File: config.mk
export PLATFORM = sky130hd
export DESIGN_NAME = alu_seq
export DESIGN_NICKNAME = d
export VERILOG_FILES = /design/src/rtl/alu_pkg.sv /design/src/rtl/alu_divider.sv /design/src/rtl/alu_seq.sv
export SDC_FILE = /design/constraint.sdc
export NUM_CORES = 1
export LEC_CHECK = 0
export BUFFER_PORTS_ARGS = -buffer_cell sky130_fd_sc_hd__buf_2
export CORE_ASPECT_RATIO = 0.8
export CORE_UTILIZATION = 60
export CTS_BUF_LIST = sky130_fd_sc_hd__clkbuf_4 sky130_fd_sc_hd__clkbuf_8 sky130_fd_sc_hd__clkbuf_16
export DETAILED_ROUTE_END_ITERATION = 6
export GPL_ROUTABILITY_DRIVEN = 0
export PLACE_DENSITY = 0.79
export SLEW_MARGIN = 25
export SYNTH_ARGS = -nofsm -noshare
export SYNTH_HDL_FRONTEND = slang
export SYNTH_SLANG_ARGS = --single-unit
File: constraint.sdc
create_clock -name clk -period 15.55 [get_ports clk]
set_input_delay 3.11 -clock clk [delete_from_list [all_inputs] [get_ports clk]]
set_output_delay 3.11 -clock clk [all_outputs]
set_load 0.01 [all_outputs]
File: src/rtl/alu_pkg.sv
// Shared definitions for the sequenced ALU: opcode values and controller state encoding.
// Latency: n/a (types and constants only).
// Backpressure: n/a.
package alu_pkg;

    localparam logic [2:0] OP_ADD = 3'b000;
    localparam logic [2:0] OP_SUB = 3'b001;
    localparam logic [2:0] OP_MUL = 3'b010;
    localparam logic [2:0] OP_DIV = 3'b011;
    localparam logic [2:0] OP_MOD = 3'b100;
    localparam logic [2:0] OP_AND = 3'b101;
    localparam logic [2:0] OP_OR  = 3'b110;
    localparam logic [2:0] OP_XOR = 3'b111;

    typedef enum logic [1:0] {
        ST_IDLE = 2'd0,
        ST_DIV  = 2'd1,
        ST_DONE = 2'd2
    } state_e;

endpackage

File: src/rtl/alu_divider.sv
// Iterative unsigned restoring divider, one quotient bit per cycle, MSB first.
// Latency: first iteration on the start edge, WIDTH iterations in total; done flags the last one.
// Backpressure: none; start is only honoured by the parent when it is idle.
// Ports: clk, reset (sync, active high); start, dividend, divisor in; busy, done, quotient, remainder out.
module alu_divider #(
    parameter int WIDTH = 8
) (
    input  logic             clk,
    input  logic             reset,
    input  logic             start,
    input  logic [WIDTH-1:0] dividend,
    input  logic [WIDTH-1:0] divisor,
    output logic             busy,
    output logic             done,
    output logic [WIDTH-1:0] quotient,
    output logic [WIDTH-1:0] remainder
);
    localparam int CW = $clog2(WIDTH + 1);

    logic [WIDTH-1:0] rem_q, rem_d, quo_q, quo_d, dvsr_q, dvsr_d;
    logic [CW-1:0]    cnt_q, cnt_d;
    logic             busy_q, busy_d;

    logic [WIDTH-1:0] cur_rem, cur_quo, cur_dvsr;
    logic [CW-1:0]    cur_cnt;
    logic [WIDTH:0]   shifted, trial;

    // cnt_q holds the number of completed iterations; the W-th runs when it reads W-1.
    assign done      = busy_q && (cnt_q == CW'(WIDTH - 1));
    assign busy      = busy_q;
    assign quotient  = quo_q;
    assign remainder = rem_q;

    always_comb begin
        rem_d    = rem_q;
        quo_d    = quo_q;
        dvsr_d   = dvsr_q;
        cnt_d    = cnt_q;
        busy_d   = busy_q;
        // On start the first iteration works directly on the fresh operands.
        cur_rem  = start ? '0       : rem_q;
        cur_quo  = start ? dividend : quo_q;
        cur_dvsr = start ? divisor  : dvsr_q;
        cur_cnt  = start ? '0       : cnt_q;
        shifted  = {cur_rem, cur_quo[WIDTH-1]};
        trial    = shifted - {1'b0, cur_dvsr};
        if (start || busy_q) begin
            dvsr_d = cur_dvsr;
            cnt_d  = cur_cnt + 1'b1;
            busy_d = !done;
            // Bit WIDTH of the trial difference is the borrow: set means restore.
            if (!trial[WIDTH]) begin
                rem_d = trial[WIDTH-1:0];
                quo_d = {cur_quo[WIDTH-2:0], 1'b1};
            end else begin
                rem_d = shifted[WIDTH-1:0];
                quo_d = {cur_quo[WIDTH-2:0], 1'b0};
            end
        end
    end

    always_ff @(posedge clk) begin
        if (reset) begin
            rem_q  <= '0;
            quo_q  <= '0;
            dvsr_q <= '0;
            cnt_q  <= '0;
            busy_q <= 1'b0;
        end else begin
            rem_q  <= rem_d;
            quo_q  <= quo_d;
            dvsr_q <= dvsr_d;
            cnt_q  <= cnt_d;
            busy_q <= busy_d;
        end
    end

endmodule

File: src/rtl/alu_seq.sv
// Handshaked WIDTH-bit ALU: add/sub/mul/div/mod/and/or/xor with hi half and status flags.
// Latency: 1 cycle for everything except DIV/MOD with b!=0, which take WIDTH+1 cycles.
// Backpressure: results hold while out_valid && !out_ready; in_ready drops until the result slot frees.
// Ports: clk, reset; in_valid/in_ready with a, b, sel; out_valid/out_ready with out, out_hi,
//        carry, overflow, zero, div_by_zero.
module alu_seq
    import alu_pkg::*;
#(
    parameter int WIDTH = 8
) (
    input  logic             clk,
    input  logic             reset,
    input  logic             in_valid,
    output logic             in_ready,
    input  logic [WIDTH-1:0] a,
    input  logic [WIDTH-1:0] b,
    input  logic [2:0]       sel,
    output logic             out_valid,
    input  logic             out_ready,
    output logic [WIDTH-1:0] out,
    output logic [WIDTH-1:0] out_hi,
    output logic             carry,
    output logic             overflow,
    output logic             zero,
    output logic             div_by_zero
);
    state_e           state_q, state_d;
    logic [2:0]       op_q, op_d;
    logic [WIDTH-1:0] out_q, out_d, out_hi_q, out_hi_d;
    logic             carry_q, carry_d, ovf_q, ovf_d, zero_q, zero_d;
    logic             dbz_q, dbz_d, out_valid_q, out_valid_d;

    logic [WIDTH:0]     sum_w, dif_w;
    logic [2*WIDTH-1:0] prod_w;
    logic [WIDTH-1:0]   c_lo, c_hi;
    logic               c_carry, c_ovf, c_dbz;
    logic               accept, is_divop, div_start, div_busy, div_done;
    logic [WIDTH-1:0]   div_quo, div_rem;

    assign in_ready = !reset && (state_q == ST_IDLE) && (!out_valid_q || out_ready);
    assign accept   = in_valid && in_ready;
    assign is_divop = (sel == OP_DIV) || (sel == OP_MOD);

    // Single-cycle datapath; the DIV/MOD rows are only used for the b==0 case.
    always_comb begin
        sum_w   = {1'b0, a} + {1'b0, b};
        dif_w   = {1'b0, a} - {1'b0, b};
        prod_w  = {{WIDTH{1'b0}}, a} * {{WIDTH{1'b0}}, b};
        c_lo    = '0;
        c_hi    = '0;
        c_carry = 1'b0;
        c_ovf   = 1'b0;
        c_dbz   = 1'b0;
        case (sel)
            OP_ADD: begin
                c_lo    = sum_w[WIDTH-1:0];
                c_carry = sum_w[WIDTH];
                c_ovf   = (a[WIDTH-1] == b[WIDTH-1]) && (sum_w[WIDTH-1] != a[WIDTH-1]);
            end
            OP_SUB: begin
                c_lo    = dif_w[WIDTH-1:0];
                c_carry = dif_w[WIDTH];
                c_ovf   = (a[WIDTH-1] != b[WIDTH-1]) && (dif_w[WIDTH-1] != a[WIDTH-1]);
            end
            OP_MUL: begin
                c_lo  = prod_w[WIDTH-1:0];
                c_hi  = prod_w[2*WIDTH-1:WIDTH];
                c_ovf = |prod_w[2*WIDTH-1:WIDTH];
            end
            OP_DIV: begin
                c_lo  = '1;
                c_hi  = a;
                c_dbz = 1'b1;
            end
            OP_MOD: begin
                c_lo  = a;
                c_hi  = '1;
                c_dbz = 1'b1;
            end
            OP_AND:  c_lo = a & b;
            OP_OR:   c_lo = a | b;
            OP_XOR:  c_lo = a ^ b;
            default: c_lo = '0;
        endcase
    end

    alu_divider #(.WIDTH(WIDTH)) u_div (
        .clk       (clk),
        .reset     (reset),
        .start     (div_start),
        .dividend  (a),
        .divisor   (b),
        .busy      (div_busy),
        .done      (div_done),
        .quotient  (div_quo),
        .remainder (div_rem)
    );

    always_comb begin
        state_d     = state_q;
        op_d        = op_q;
        out_d       = out_q;
        out_hi_d    = out_hi_q;
        carry_d     = carry_q;
        ovf_d       = ovf_q;
        zero_d      = zero_q;
        dbz_d       = dbz_q;
        out_valid_d = out_valid_q && !out_ready;
        div_start   = 1'b0;
        case (state_q)
            ST_IDLE: begin
                if (accept) begin
                    op_d = sel;
                    if (is_divop && (b != '0)) begin
                        div_start = 1'b1;
                        state_d   = ST_DIV;
                    end else begin
                        out_d       = c_lo;
                        out_hi_d    = c_hi;
                        carry_d     = c_carry;
                        ovf_d       = c_ovf;
                        zero_d      = (c_lo == '0);
                        dbz_d       = c_dbz;
                        out_valid_d = 1'b1;
                    end
                end
            end
            ST_DIV: begin
                if (div_done) begin
                    state_d = ST_DONE;
                end else if (!div_busy) begin
                    state_d = ST_IDLE;
                end
            end
            ST_DONE: begin
                out_d       = (op_q == OP_DIV) ? div_quo : div_rem;
                out_hi_d    = (op_q == OP_DIV) ? div_rem : div_quo;
                carry_d     = 1'b0;
                ovf_d       = 1'b0;
                zero_d      = (((op_q == OP_DIV) ? div_quo : div_rem) == '0);
                dbz_d       = 1'b0;
                out_valid_d = 1'b1;
                state_d     = ST_IDLE;
            end
            default: state_d = ST_IDLE;
        endcase
    end

    always_ff @(posedge clk) begin
        if (reset) begin
            state_q     <= ST_IDLE;
            op_q        <= OP_ADD;
            out_q       <= '0;
            out_hi_q    <= '0;
            carry_q     <= 1'b0;
            ovf_q       <= 1'b0;
            zero_q      <= 1'b0;
            dbz_q       <= 1'b0;
            out_valid_q <= 1'b0;
        end else begin
            state_q     <= state_d;
            op_q        <= op_d;
            out_q       <= out_d;
            out_hi_q    <= out_hi_d;
            carry_q     <= carry_d;
            ovf_q       <= ovf_d;
            zero_q      <= zero_d;
            dbz_q       <= dbz_d;
            out_valid_q <= out_valid_d;
        end
    end

    assign out_valid   = out_valid_q;
    assign out         = out_q;
    assign out_hi      = out_hi_q;
    assign carry       = carry_q;
    assign overflow    = ovf_q;
    assign zero        = zero_q;
    assign div_by_zero = dbz_q;

endmodule

# Word level (Yosys, flattened, before mapping)
# Index checks and enable logic that the tools add are counted.
[word_totals]
regBits = 55
output_inout_bits = 22
[op_classes]
mux = 42
reduce_logical = 26
addsub = 4
bitwise = 3
n_eq_ne = 19
multipliers = 1
[ops]
columns = ["cell", "count"]
rows = [
  ["$mux W8", 10],
  ["$pmux W8 S8", 1],
  ["$pmux W8 S2", 2],
  ["$pmux W8 S3", 1],
  ["$logic_not A8 Y1", 2],
  ["$mul A8 B8 Y16", 1],
  ["$mux W1", 15],
  ["$eq A3 B3 Y1 const B", 4],
  ["$pmux W1 S2", 6],
  ["$add A8 B8 Y9", 1],
  ["$eq A3 B2 Y1 const B", 3],
  ["$sub A8 B8 Y9", 1],
  ["$sub A9 B8 Y9", 1],
  ["$and A8 B8 Y8", 1],
  ["$logic_and A1 B1 Y1", 8],
  ["$mux W2", 4],
  ["$or A8 B8 Y8", 1],
  ["$reduce_bool A8 Y1", 1],
  ["$reduce_or A8 Y1", 1],
  ["$xor A8 B8 Y8", 1],
  ["$reduce_and A3 Y1", 2],
  ["$add A4 B1 Y4 const B", 1],
  ["$eq A4 B3 Y1 const B", 1],
  ["$logic_not A1 Y1", 4],
  ["other kinds (17)", 22],
]

# Logic depth before layout (Yosys ltp)
# Gate-level depths: netlist (run 1).
[logic_depth]
depth_word = 9
depth_mapped = 20
depth_no_buf = 19

# Hierarchy
# From an unflattened synthesis (run 1), not the netlist that was laid out.
[hier_totals]
cells_unflattened = 828
area_unflattened_um2 = 6447.4
[modules_own_cells]
columns = ["module", "cells_each", "area_each_um2", "n_inst", "seq_area_each_um2"]
rows = [
  ["alu_seq", 642, 4813.4, 1, 520.5],
  ["alu_divider", 186, 1634.1, 1, 580.6],
]

# Worst setup path before layout (run 1)
# No wires, ideal clock.
[synth_path]
path_type = "input to register"
start = "input port a[3]"
end = "register ovf_q, in the netlist overflow"
setup_ps = 134
required_time_ps = 15416
t_arrival_ps = 7477
n_path_buf = 1
setup_slack_ps = 7939
path_stages = 18
cell_sequence = "clkinv_1 > nor2_1 > fa_1 > fa_1 > fa_1 > inv_1 > fa_1 > inv_1 > ha_1 > clkbuf_1 > and3_1 > a2111oi_4 > o21ai_1 > a21oi_1 > o21ai_0 > xnor2_1 > o41ai_1 > a211oi_1"
[synth_via]
elab_chain_len = 7
word_cells_on_any_way = 12
cone_classes = "add/sub: 2; mul: 1; eq/ne: 2; mux: 4; reduce/logical: 3"
[synth_rtl]
columns = ["element", "line_no", "source"]
rows = [
  ["start, declared", "alu_seq.sv:15", "input logic [WIDTH-1:0] a,"],
  ["parallel branches: the longest is 3 deep, another holds $mul A8 B8 Y16", "-", ""],
  ["$pmux W1 S3 *", "alu_seq.sv:54", "case (sel)"],
  ["$mux W1 *", "alu_seq.sv:114", "if (is_divop && (b != '0)) begin"],
  ["$mux W1 *", "alu_seq.sv:112", "if (accept) begin"],
  ["$pmux W1 S2 *", "alu_seq.sv:110", "case (state_q)"],
  ["end signal, assigned", "alu_seq.sv:166", "ovf_q <= ovf_d;"],
  ["end, declared", "alu_seq.sv:30", "logic carry_q, carry_d, ovf_q, ovf_d, zero_q, zero_d;"],
]
# Mark *: on every way between the ends. The select of a mux whose other input is x is not followed.
# A chain may end at the register's enable or synchronous reset.

# Final worst setup path (run 1)
[layout_path]
start = "input port b[2]"
end = "register ovf_q, in the netlist overflow"
[layout_via]
elab_chain_len = 7
word_cells_on_any_way = 16
cone_classes = "add/sub: 2; mul: 1; eq/ne: 3; mux: 4; reduce/logical: 6"
[layout_rtl]
columns = ["element", "line_no", "source"]
rows = [
  ["start, declared", "alu_seq.sv:16", "input logic [WIDTH-1:0] b,"],
  ["parallel branches: the longest is 7 deep, another holds $mul A8 B8 Y16", "-", ""],
]
# Several ways; the timed one is not identified. The select of a mux whose other input is x is not followed.

==> results_tabular.tex, run 1 <==
\begin{tabular}{lr}
\hline
Metric & Value \\
\hline
\multicolumn{2}{l}{\textbf{Critical path}} \\
Endpoint kind of the worst setup timing path & flop \\
Crit path DAT & 8.40 ns \\
Cell count of the worst reg-to-reg path & 16 \\
Sequence of cells on the critical path & buf\_2 > clkinv\_1 > nor2\_1 > fa\_1 > fa\_1 > fa\_1 > inv\_1 > fa\_1 > inv\_1 > ha\_1 > and3\_1 > a2111oi\_4 > o21ai\_1 > a21oi\_1 > o21ai\_0 > xnor2\_1 > o41ai\_1 > a211oi\_1 \\
Startpoint type of the worst setup path & input pin \\
Crit Reg-Reg Startpoint & state\_q[0] \\
Longest individual stage delay on the worst path & 0.55 ns \\
Worst-path fanout max & 9 \\
Most prevalent standard cell on the critical path & sky130\_fd\_sc\_hd\_\_fa\_1 \\
CP Class & input pin to flop \\
Endpoint required time on the critical path & 15.70 ns \\
Cell with the biggest individual delay on the critical path & sky130\_fd\_sc\_hd\_\_fa\_1 \\
End of the worst register-to-register path & u\_div.remainder[6] \\
Slack of the worst reg-to-reg path & 11.07 ns \\
\multicolumn{2}{l}{\textbf{STA}} \\
Final setup TNS & 0 ns \\
Final min period & 8.25 ns \\
Final count of pins violating max slew & 0 \\
Count of endpoints failing hold in the final timing report & 0 \\
Skew final & 0.0110 ns \\
Max Fclk & 121 MHz \\
Tcrit/Tclk final & 0.531 \\
Total of endpoints with negative setup slack in the final report & 0 \\
RSZ-0062 raised after global routing & no \\
Worst-case headroom to the max-slew limit & 0.346 \\
Slew at the pin with the worst max-slew slack & 0.980 ns \\
\multicolumn{2}{l}{\textbf{Global route}} \\
Maximum number of pins on one net before global-route repair & 53 \\
Global-route wire length before repair & 31.2 mm \\
Total Routing Usage GR & 0.347 \\
Initial antenna violation count & 0 \\
Number of global-route vias before repair & 5,987 \\
Total overflow reported by the global router & 0 \\
\multicolumn{2}{l}{\textbf{Drt}} \\
Router iterations before antenna repair & 5 \\
Vias & 6,518 \\
Routed wire per std cell & 19.4 µm \\
Post-route ant nets & 0 \\
Number of vias per cell after detailed routing & 6.52 \\
Initial drt markers & 916 \\
Count of unresolved DRC violations after routing & 0 \\
Total Routed Length & 19.4 mm \\
\multicolumn{2}{l}{\textbf{Synthesis}} \\
Parity-gate share of the synthesized area counting xor and xnor cells & 0.0359 \\
Largest family of logic cells by synthesized area & adder cells \\
Simple-Gate Fraction of Synth Area & 0.224 \\
Avg Synthesized Cell Area & 7.80 µm² \\
Synthesis-stage register bit count & 55 \\
Post-synthesis compound-gate area fraction & 0.211 \\
Top-area cell type share of the netlist area & 0.166 \\
Register area share after synthesis & 0.166 \\
Top cells by instance count after synthesis & sky130\_fd\_sc\_hd\_\_nor2\_1 (116), sky130\_fd\_sc\_hd\_\_nand2\_1 (75), sky130\_fd\_sc\_hd\_\_inv\_1 (74) \\
Share of synthesized registers carrying an async set or reset & 0 \\
Number of synthesized flops with an enable pin & 0 \\
Post-Syn Nets & 980 \\
Gate count of the mapped netlist & 849 \\
Most instantiated library cell after synthesis & sky130\_fd\_sc\_hd\_\_nor2\_1 \\
Most used DFF post-synth & sky130\_fd\_sc\_hd\_\_dfxtp\_1 \\
Synth area leader & sky130\_fd\_sc\_hd\_\_dfxtp\_1 \\
Multiplexer share of the synthesized area & 0.0351 \\
Netlist cell types & 76 \\
Fraction of the mapped netlist area in adder cells & 0.248 \\
Main area contributors after synthesis & sky130\_fd\_sc\_hd\_\_dfxtp\_1 (17\%), sky130\_fd\_sc\_hd\_\_ha\_1 (13\%), sky130\_fd\_sc\_hd\_\_fa\_1 (12\%) \\
Ys Warns & 0 \\
Post-synthesis instance area & 6620 µm² \\
\multicolumn{2}{l}{\textbf{Clock network}} \\
Num CTS Buffers & 5 \\
Post-CTS Setup Bufs & 0 \\
Worst-skew pair later-pin latency & 0.30 ns \\
H-tree level count & 2 \\
Number of buffers inserted by hold repair at cts & 0 \\
Clock Sinks & 55 \\
Count of instances resized after the clock tree is built & 0 \\
TritonCTS clock tree & built \\
Worst-path clk slew & 0.08 ns \\
Root Buffer Master & sky130\_fd\_sc\_hd\_\_clkbuf\_16 \\
Maximum buffer depth of the clock tree & 2 \\
\multicolumn{2}{l}{\textbf{Final layout}} \\
Synthesis-to-layout area growth & 5.03\% \\
Number of nets in the layout & 990 \\
Multi-input combinational cell area & 5000 µm² \\
Fraction of final layout cells sized beyond drive strength 1 & 0.0930 \\
Ant. Diodes & 0 \\
Post-route cell area & 6960 µm² \\
Register Area & 1100 µm² \\
Number of filler instances in the final layout & 922 \\
Number of non-filler instances in the completed layout & 1,000 \\
\multicolumn{2}{l}{\textbf{Power and ir drop}} \\
Internal Power & 0.359 mW \\
Portion of total power attributed to sequential cells & 0.227 \\
Relative contribution of combinational cells to total power & 0.607 \\
Leakage & 3.07 nW \\
Worst IR Drop VDD & 0.000157 V \\
Switching power total & 0.320 mW \\
Fraction of power spent switching nets & 0.471 \\
Clock share of power & 0.166 \\
Power density over cell area & 97.6 nW/µm² \\
\multicolumn{2}{l}{\textbf{Placement}} \\
Final HPWL from detailed placement & 15.1 mm \\
Port bufs & 44 \\
\# placed instances & 992 \\
DP Area & 6810 µm² \\
\multicolumn{2}{l}{\textbf{Hold path}} \\
Hold path startpoint & out[4] \\
Worst Hold Path EP & out[4] \\
Type of the worst min-delay path & flop to flop \\
Worst hold path stage count & 2 \\
\multicolumn{2}{l}{\textbf{Floorplan}} \\
Initial Util & 0.631 \\
Rows & 33 \\
Die Footprint & 11,500 µm² \\
Die span in x & 119 µm \\
Number of primary I/O pins & 45 \\
Area inside the core boundary & 10,500 µm² \\
Die Height & 96.0 µm \\
\multicolumn{2}{l}{\textbf{Status}} \\
Status & complete, no violations \\
\multicolumn{2}{l}{\textbf{Job}} \\
\# Max-Cap Violations & 0 \\
\hline
\end{tabular}
==> per-layer routing <==
layer	track usage	wire, µm	up-vias
met5	0	0	-
met4	0.0969	493	0
met3	0.0640	2060	56
met2	0.549	8520	397
met1	0.486	8360	3097
li1	-	-	2968
==> layout by cell type (no fill, tap or decap), drive strengths merged, types with 17 or more instances in the layout <==
| cell type | netlist | routed |
|---|---|---|
| ha | 69 | 69 |
| a21oi | 52 | 52 |
| nand2 | 75 | 75 |
| nor3 | 34 | 34 |
| dfxtp | 55 | 55 |
| a211oi | 25 | 25 |
| buf | 23 | 46 |
| nor2 | 117 | 117 |
| mux2i | 21 | 21 |
| fa | 39 | 39 |
| o21ai | 41 | 41 |
| inv | 74 | 75 |
| nand3 | 20 | 20 |
| xnor2 | 17 | 17 |
==> registers in the layout, indices dropped and copies added, names as in the netlist <==
signal           count
op_q                 3
out                  8
u_div.remainder      8
carry                1
u_div.dvsr_q         8
out_valid            1
state_q              2
u_div.quotient       8
zero                 1
u_div.busy           1
u_div.cnt_q          4
overflow             1
out_hi               8
div_by_zero          1
==> worst max-delay path: cells and delay by family <==
| family | cells | cell delay (ns) |
|---|---|---|
| xor gates and xnor gates | 1 | 0.19 |
| and+or+nand+nor | 2 | 0.47 |
| AOI/OAI and AO/OA | 6 | 1.62 |
| adders and majority gates | 5 | 2.45 |
| buffers and inverters | 4 | 0.54 |
==> layout make-up <==
type | instances | share of cell area
clock buffers | 5 | 0.0180
inverters | 79 | 0.0426
multi-input cells | 672 | 0.719
repair buffers | 46 | 0.0338
flip-flops and latches | 55 | 0.158
well taps | 140 | 0.0252
clock inverters | 3 | 0.00270
==> power groups by stage <==
stage	combinational [mW]	clock [mW]	sequential, mW
floorplan	0.294	0	0.156
global route	0.452	0.120	0.154
CTS	0.402	0.113	0.154
detailed placement	0.398	0	0.157
global placement	0.383	0	0.156
finish	0.412	0.113	0.154
==> kinds of logic (layout without fill, tap and decap cells) <==
kind of cell,count (synthesis),after routing
xor+xnor,25,25
fa+ha+maj,108,108
mux,23,23
flops,55,55
compound gates,199,199
simple gates,317,317
buf+inv,122,133
==> worst max-delay path by stage <==
| stage | from | end | slack (ns) | cells after the start |
|---|---|---|---|---|
| 3_5_place_dp | a[3] | overflow | 7.13 | 18 |
| 2_1_floorplan | a[3] | overflow | 7.94 | 18 |
| 5_1_grt | b[2] | overflow | 7.15 | 18 |
| 3_3_place_gp | b[2] | overflow | 7.20 | 18 |
| 6_report | b[2] | overflow | 7.30 | 18 |
| 4_1_cts | a[3] | overflow | 7.42 | 18 |
==> per-stage QoR <==
| stage | total power [mW] | utilization | worst slack [ns] | hold WS [ns] |
|---|---|---|---|---|
| floorplan | 0.449 | - | 7.94 | 0.444 |
| global placement | 0.539 | 0.649 | 7.20 | 0.441 |
| detailed placement | 0.555 | 0.649 | 7.13 | 0.449 |
| CTS | 0.668 | 0.663 | 7.42 | 0.458 |
| global route | 0.727 | 0.663 | 7.15 | 0.486 |
| finish | 0.679 | 0.663 | 7.30 | 0.456 |
No activity file was read; power rests on OpenSTA's default activity.
==> inputs of run 2 (changes only) <==
==> constraint.sdc (replaced) <==
create_clock -name clk -period 8.1 [get_ports clk]
set_input_delay 1.62 -clock clk [delete_from_list [all_inputs] [get_ports clk]]
set_output_delay 1.62 -clock clk [all_outputs]
set_load 0.01 [all_outputs]
==> results_tabular.tex, run 2 (same netlist as run 1, synthesis figures left out) <==
\begin{tabular}{lr}
\hline
Metric & Value \\
\hline
\multicolumn{2}{l}{\textbf{Status}} \\
Status & complete, no violations \\
\multicolumn{2}{l}{\textbf{Final layout}} \\
Leading cell type in the layout, fill and taps excluded & sky130\_fd\_sc\_hd\_\_nor2\_1 \\
Number of nets in the layout & 991 (+0.10\%) \\
Synthesis-to-layout area growth & 5.31\% \\
Fraction of final layout cells sized beyond drive strength 1 & 0.0941 (+0.00105) \\
Ant. Diodes & 0 (unchanged) \\
Commonest cells after routing, fill and taps aside & sky130\_fd\_sc\_hd\_\_nor2\_1 (115), sky130\_fd\_sc\_hd\_\_nand2\_1 (75), sky130\_fd\_sc\_hd\_\_inv\_1 (74) \\
\multicolumn{2}{l}{\textbf{Floorplan}} \\
Area inside the core boundary & 10,500 µm² (unchanged) \\
Die Footprint & 11,500 µm² (unchanged) \\
Rows & 33 (unchanged) \\
Die span in x & 119 µm (unchanged) \\
Die Height & 96.0 µm (unchanged) \\
Initial Util & 0.631 (unchanged) \\
Number of primary I/O pins & 45 (unchanged) \\
\multicolumn{2}{l}{\textbf{Power and ir drop}} \\
Power density over cell area & 188 nW/µm² (+92\%) \\
Leakage & 3.07 nW (+0.13\%) \\
Total power & 1.31 mW (+93\%) \\
Worst IR Drop VDD & 0.000283 V (+81\%) \\
\multicolumn{2}{l}{\textbf{Placement}} \\
Final HPWL from detailed placement & 14.9 mm (-1.5\%) \\
Port bufs & 44 (unchanged) \\
\multicolumn{2}{l}{\textbf{Clock network}} \\
Post-CTS Setup Bufs & 0 (unchanged) \\
Num CTS Buffers & 5 (unchanged) \\
Number of buffers inserted by hold repair at cts & 0 (unchanged) \\
Maximum buffer depth of the clock tree & 2 (unchanged) \\
H-tree level count & 2 (unchanged) \\
Worst-path clk slew & 0.08 ns (about the same) \\
Clock Sinks & 55 (unchanged) \\
TritonCTS clock tree & built \\
Worst-skew pair later-pin latency & 0.30 ns (about the same) \\
Root Buffer Master & sky130\_fd\_sc\_hd\_\_clkbuf\_16 \\
Count of instances resized after the clock tree is built & 0 (unchanged) \\
\multicolumn{2}{l}{\textbf{Critical path}} \\
Worst-path fanout max & 9 (unchanged) \\
CP Class & input pin to flop \\
Count of buffering cells on the critical path with inverters included & 4 (unchanged) \\
Family with the most delay on the worst path & adder cells \\
Cell with the biggest individual delay on the critical path & sky130\_fd\_sc\_hd\_\_fa\_1 \\
Most prevalent standard cell on the critical path & sky130\_fd\_sc\_hd\_\_fa\_1 \\
Cell count of the worst reg-to-reg path & 14 (-2) \\
Endpoint kind of the worst setup timing path & flop \\
Number of cells on the critical path & 18 (unchanged) \\
Startpoint type of the worst setup path & input pin \\
Crit path DAT & 6.91 ns (-1.49 ns) \\
Endpoint required time on the critical path & 8.27 ns (-7.43 ns) \\
Longest individual stage delay on the worst path & 0.55 ns (about the same) \\
Sequence of cells on the critical path & buf\_2 > clkinv\_1 > nor2\_1 > fa\_1 > fa\_1 > fa\_1 > inv\_1 > fa\_1 > inv\_1 > ha\_1 > and3\_1 > a2111oi\_4 > o21ai\_1 > a21oi\_1 > o21ai\_0 > xnor2\_1 > o41ai\_1 > a211oi\_1 \\
\multicolumn{2}{l}{\textbf{STA}} \\
Final min period & 6.74 ns \\
Tcrit/Tclk final & 0.832 \\
Final count of pins violating max slew & 0 (unchanged) \\
RSZ-0062 raised after global routing & no \\
Total of endpoints with negative setup slack in the final report & 0 (unchanged) \\
Skew final & 0.0104 ns (-0.000591 ns) \\
Worst-case headroom to the max-slew limit & 0.343 (-0.00355) \\
Count of endpoints failing hold in the final timing report & 0 (unchanged) \\
Max Fclk & 148 MHz \\
Slew at the pin with the worst max-slew slack & 0.984 ns (+0.00399 ns) \\
Final setup TNS & 0 ns (unchanged) \\
Final hold slack & 0.453 ns (-0.00273 ns) \\
\multicolumn{2}{l}{\textbf{Drt}} \\
Number of vias per cell after detailed routing & 6.49 (-0.42\%) \\
Routed wire per std cell & 19.1 µm (-1.7\%) \\
Count of unresolved DRC violations after routing & 0 (unchanged) \\
Total Routed Length & 19.1 mm (-1.6\%) \\
Post-route ant nets & 0 (unchanged) \\
Router iterations before antenna repair & 5 (unchanged) \\
Initial drt markers & 973 (+6.2\%) \\
Vias & 6,497 (-0.32\%) \\
\multicolumn{2}{l}{\textbf{Hold path}} \\
Worst hold path stage count & 2 (unchanged) \\
Type of the worst min-delay path & flop to flop \\
\multicolumn{2}{l}{\textbf{Global route}} \\
Global-route wire length before repair & 30.7 mm (-1.5\%) \\
Initial antenna violation count & 0 (unchanged) \\
Total Routing Usage GR & 0.344 (-0.00300) \\
Total overflow reported by the global router & 0 (unchanged) \\
Maximum number of pins on one net before global-route repair & 53 (unchanged) \\
Number of global-route vias before repair & 6,045 (+0.97\%) \\
\multicolumn{2}{l}{\textbf{Job}} \\
\# Max-Cap Violations & 0 (unchanged) \\
\hline
\end{tabular}
## run 2: final timing paths
| path | startpoint | to | slack (ns) |
|---|---|---|---|
| setup / recovery | a[3] | overflow | 1.36 |
| hold / removal | out_hi[0] | out_hi[0] | 0.45 |
| setup reg to reg | state_q[0] | u_div.remainder[2] | 3.54 |
| hold reg to reg | out_hi[0] | out_hi[0] | 0.45 |
## run 2: routing by layer
layer  vias to the layer above  part of all wire  wire length, µm  GRT usage
met1                      3049              0.43             8150      0.467
li1                       2970                 -                -          -
met3                        67              0.11             2130     0.0800
met5                         -                 0                0          0
met2                       411              0.43             8200      0.536
met4                         0             0.033              634      0.124
## run 2: worst min-delay path: cells and delay by family (launching register included)
| family | cells | cell delay [ns] |
|---|---|---|
| AOI/OAI and AO/OA | 1 | 0.05 |
| and+or+nand+nor | 1 | 0.05 |
| DFF | 1 | 0.31 |
## run 2: stage by stage
step,instances,setup WS [ns],area [µm²],utilization
2_1_floorplan,849,1.98,6620,-
3_5_place_dp,993,1.17,6820,0.650
5_1_grt,1001,1.11,6970,0.665
4_1_cts,1001,1.44,6970,0.665
3_3_place_gp,993,1.31,6810,0.650
6_report,1001,1.36,6970,0.665
## run 2: layout make-up
type                    instances  area [µm²]
flip-flops and latches         55        1100
inverters                      79         297
multi-input cells             672        5000
clock inverters                 2        16.3
clock buffers                   6         139
repair buffers                 47         243
fillers                       906        3510
well taps                     140         175
## run 2: where the power goes
| part | internal (mW) | switching (mW) |
|---|---|---|
| clock network | 0.124 | 0.102 |
| registers | 0.283 | 0.0122 |
| logic | 0.291 | 0.498 |
| total | 0.697 | 0.612 |
==> inputs of run 3 (changes only) <==
--- a/config.mk
+++ b/config.mk
@@ -7,7 +7,7 @@
 export LEC_CHECK = 0
 export BUFFER_PORTS_ARGS = -buffer_cell sky130_fd_sc_hd__buf_2
 export CORE_ASPECT_RATIO = 0.8
-export CORE_UTILIZATION = 60
+export CORE_UTILIZATION = 57
 export CTS_BUF_LIST = sky130_fd_sc_hd__clkbuf_4 sky130_fd_sc_hd__clkbuf_8 sky130_fd_sc_hd__clkbuf_16
 export DETAILED_ROUTE_END_ITERATION = 6
 export GPL_ROUTABILITY_DRIVEN = 0
==> constraint.sdc (replaced) <==
create_clock -name clk -period 5.63 [get_ports clk]
set_input_delay 1.126 -clock clk [delete_from_list [all_inputs] [get_ports clk]]
set_output_delay 1.126 -clock clk [all_outputs]
set_load 0.01 [all_outputs]
==> results_tabular.tex, run 3 (same netlist as run 1, synthesis figures left out) <==
\begin{tabular}{lr}
\hline
Metric & Value \\
\hline
\multicolumn{2}{l}{\textbf{Status}} \\
Status & complete, no violations \\
\multicolumn{2}{l}{\textbf{Drt}} \\
Number of vias per cell after detailed routing & 6.30 (-3.0\%) \\
Initial drt markers & 703 (-28\%) \\
Router iterations before antenna repair & 5 (unchanged) \\
Total Routed Length & 20.1 mm (+5.2\%) \\
Routed wire per std cell & 18.7 µm (-1.8\%) \\
Count of unresolved DRC violations after routing & 0 (unchanged) \\
Post-route ant nets & 0 (unchanged) \\
Vias & 6,758 (+4.0\%) \\
\multicolumn{2}{l}{\textbf{STA}} \\
Tcrit/Tclk final & 0.975 \\
Skew final & 0.00326 ns (-0.00710 ns) \\
Slew at the pin with the worst max-slew slack & 0.952 ns (-0.0321 ns) \\
Max Fclk & 182 MHz \\
Final setup TNS & 0 ns (unchanged) \\
Count of endpoints failing hold in the final timing report & 0 (unchanged) \\
Final count of pins violating max slew & 0 (unchanged) \\
Final min period & 5.49 ns \\
Worst-case headroom to the max-slew limit & 0.364 (+0.0215) \\
Total of endpoints with negative setup slack in the final report & 0 (unchanged) \\
\multicolumn{2}{l}{\textbf{Final layout}} \\
Number of nets in the layout & 1,059 (+6.9\%) \\
Synthesis-to-layout area growth & 14.1\% \\
Number of non-filler instances in the completed layout & 1,073 (+7.2\%) \\
Share of the core filled with cells & 0.680 (+0.0153) \\
Fraction of final layout cells sized beyond drive strength 1 & 0.174 (+0.0803) \\
Ant. Diodes & 0 (unchanged) \\
Leading cell type in the layout, fill and taps excluded & sky130\_fd\_sc\_hd\_\_nor2\_1 \\
Number of filler instances in the final layout & 894 (-1.3\%) \\
Commonest cells after routing, fill and taps aside & sky130\_fd\_sc\_hd\_\_nor2\_1 (114), sky130\_fd\_sc\_hd\_\_nand2\_1 (75), sky130\_fd\_sc\_hd\_\_inv\_1 (72) \\
\multicolumn{2}{l}{\textbf{Hold path}} \\
Type of the worst min-delay path & flop to flop \\
\multicolumn{2}{l}{\textbf{Clock network}} \\
Root Buffer Master & sky130\_fd\_sc\_hd\_\_clkbuf\_16 \\
Num CTS Buffers & 5 (unchanged) \\
TritonCTS clock tree & built \\
Worst-skew pair later-pin latency & 0.30 ns (about the same) \\
Clock Sinks & 55 (unchanged) \\
Worst-path clk slew & 0.07 ns (about the same) \\
H-tree level count & 2 (unchanged) \\
Number of buffers inserted by hold repair at cts & 0 (unchanged) \\
Maximum buffer depth of the clock tree & 2 (unchanged) \\
\multicolumn{2}{l}{\textbf{Floorplan}} \\
Initial Util & 0.596 (-0.0350) \\
Number of primary I/O pins & 45 (unchanged) \\
Rows & 34 (+3.0\%) \\
Die span in x & 123 µm (+2.6\%) \\
Die Footprint & 12,100 µm² (+5.2\%) \\
Area inside the core boundary & 11,100 µm² (+5.9\%) \\
Die Height & 98.4 µm (+2.5\%) \\
\multicolumn{2}{l}{\textbf{Global route}} \\
Global-route wire length before repair & 32.5 mm (+6.0\%) \\
Total Routing Usage GR & 0.345 (+0.00141) \\
Total overflow reported by the global router & 0 (unchanged) \\
Maximum number of pins on one net before global-route repair & 52 (-1.9\%) \\
Initial antenna violation count & 0 (unchanged) \\
Number of global-route vias before repair & 6,466 (+7.0\%) \\
\multicolumn{2}{l}{\textbf{Critical path}} \\
Endpoint kind of the worst setup timing path & flop \\
Endpoint required time on the critical path & 5.79 ns (-2.48 ns) \\
Startpoint type of the worst setup path & input pin \\
CP Class & input pin to flop \\
Crit path DAT & 5.65 ns (-1.26 ns) \\
Worst-path fanout max & 4 (-5) \\
\multicolumn{2}{l}{\textbf{Power and ir drop}} \\
Relative contribution of combinational cells to total power & 0.639 (+0.037) \\
Leakage & 3.40 nW (+11\%) \\
Fraction of power spent switching nets & 0.431 (-0.0362) \\
Switching power total & 0.899 mW (+47\%) \\
Internal Power & 1.19 mW (+70\%) \\
Portion of total power attributed to sequential cells & 0.204 (-0.021) \\
Worst IR Drop VDD & 0.000212 V (-25\%) \\
Power density over cell area & 276 nW/µm² (+47\%) \\
Clock share of power & 0.157 (-0.016) \\
\multicolumn{2}{l}{\textbf{Placement}} \\
Port bufs & 44 (unchanged) \\
\# placed instances & 1,064 (+7.2\%) \\
Final HPWL from detailed placement & 15.7 mm (+5.4\%) \\
\multicolumn{2}{l}{\textbf{Job}} \\
\# Max-Cap Violations & 0 (unchanged) \\
\hline
\end{tabular}
run 3: cell count changes in the layout (fill, tap and decap cells not counted), moves of 2 or more:
cell                     previous run  this run
sky130_fd_sc_hd__and3_1             9         7
sky130_fd_sc_hd__ha_4               0         2
sky130_fd_sc_hd__inv_1             74        72
sky130_fd_sc_hd__ha_1              69        65
sky130_fd_sc_hd__buf_4              3        71
sky130_fd_sc_hd__inv_2              0         2
sky130_fd_sc_hd__ha_2               0         2
run 3: power groups by stage:
stage	Clock, mW	Combinational, mW	Sequential [mW]
2_1_floorplan	0	0.811	0.430
3_3_place_gp	0	1.17	0.432
3_5_place_dp	0	1.21	0.433
4_1_cts	0.328	1.22	0.424
5_1_grt	0.345	1.45	0.427
6_report	0.328	1.33	0.425
run 3: critical path, stage by stage:
cell and delay, ns:
sky130_fd_sc_hd__buf_2 0.14, sky130_fd_sc_hd__clkinv_1 0.11, sky130_fd_sc_hd__buf_4 0.16, sky130_fd_sc_hd__nor2_1 0.14, sky130_fd_sc_hd__fa_1 0.47, sky130_fd_sc_hd__fa_1 0.52, sky130_fd_sc_hd__fa_1 0.55, sky130_fd_sc_hd__inv_1 0.06
sky130_fd_sc_hd__fa_1 0.53, sky130_fd_sc_hd__inv_1 0.04, sky130_fd_sc_hd__ha_1 0.33, sky130_fd_sc_hd__nand3b_1 0.10, sky130_fd_sc_hd__o21ai_0 0.10, sky130_fd_sc_hd__a311oi_2 0.27, sky130_fd_sc_hd__o311ai_2 0.19, sky130_fd_sc_hd__buf_4 0.17
sky130_fd_sc_hd__nor3_1 0.18, sky130_fd_sc_hd__nand3_1 0.11, sky130_fd_sc_hd__o41ai_2 0.23, sky130_fd_sc_hd__a211oi_1 0.11
run 3: path summary, 6_finish.rpt:
path / startpoint / end / slack, ns / cells past startpoint
max: a[3] / overflow / 0.14 / 20
min: out[4] / out[4] / 0.45 / 2
max reg2reg: state_q[0] / u_div.remainder[0] / 1.41 / 15
min reg2reg: out[4] / out[4] / 0.45 / 2
run 3: per-stage QoR:
stage	instance area (µm²)	hold WS, ns	setup WS, ns	power (mW)
after global placement	7320	0.443	-0.115	1.60
after floorplan	6620	0.444	0.00313	1.24
after global routing	7550	0.478	-0.0236	2.22
after CTS	7480	0.457	0.122	1.97
final	7550	0.455	0.140	2.09
after detailed placement	7320	0.448	-0.165	1.64
run 3: area by class of cell:
class,instances,area (µm²),area share
Sequential cell,55,1100,0.146
Timing Repair Buffer,115,753,0.0997
Clock inverter,1,8.76,0.00116
Clock buffer,7,146,0.0194
Tap cell,144,180,0.0239
Inverter,79,297,0.0393
Multi-Input combinational cell,672,5070,0.671
run 3: metal layers:
metal,GRT usage,share of wire,vias to the layer above
li1,-,-,3116
met1,0.465,0.41,3206
met2,0.521,0.43,368
met3,0.0909,0.11,68
met4,0.147,0.040,0
met5,0,0,-
run 3: timing repair:
item,4_1_cts,5_1_grt
endpoints found under the setup margin,0,5
buffers inserted,0,1
gates resized for setup,0,16
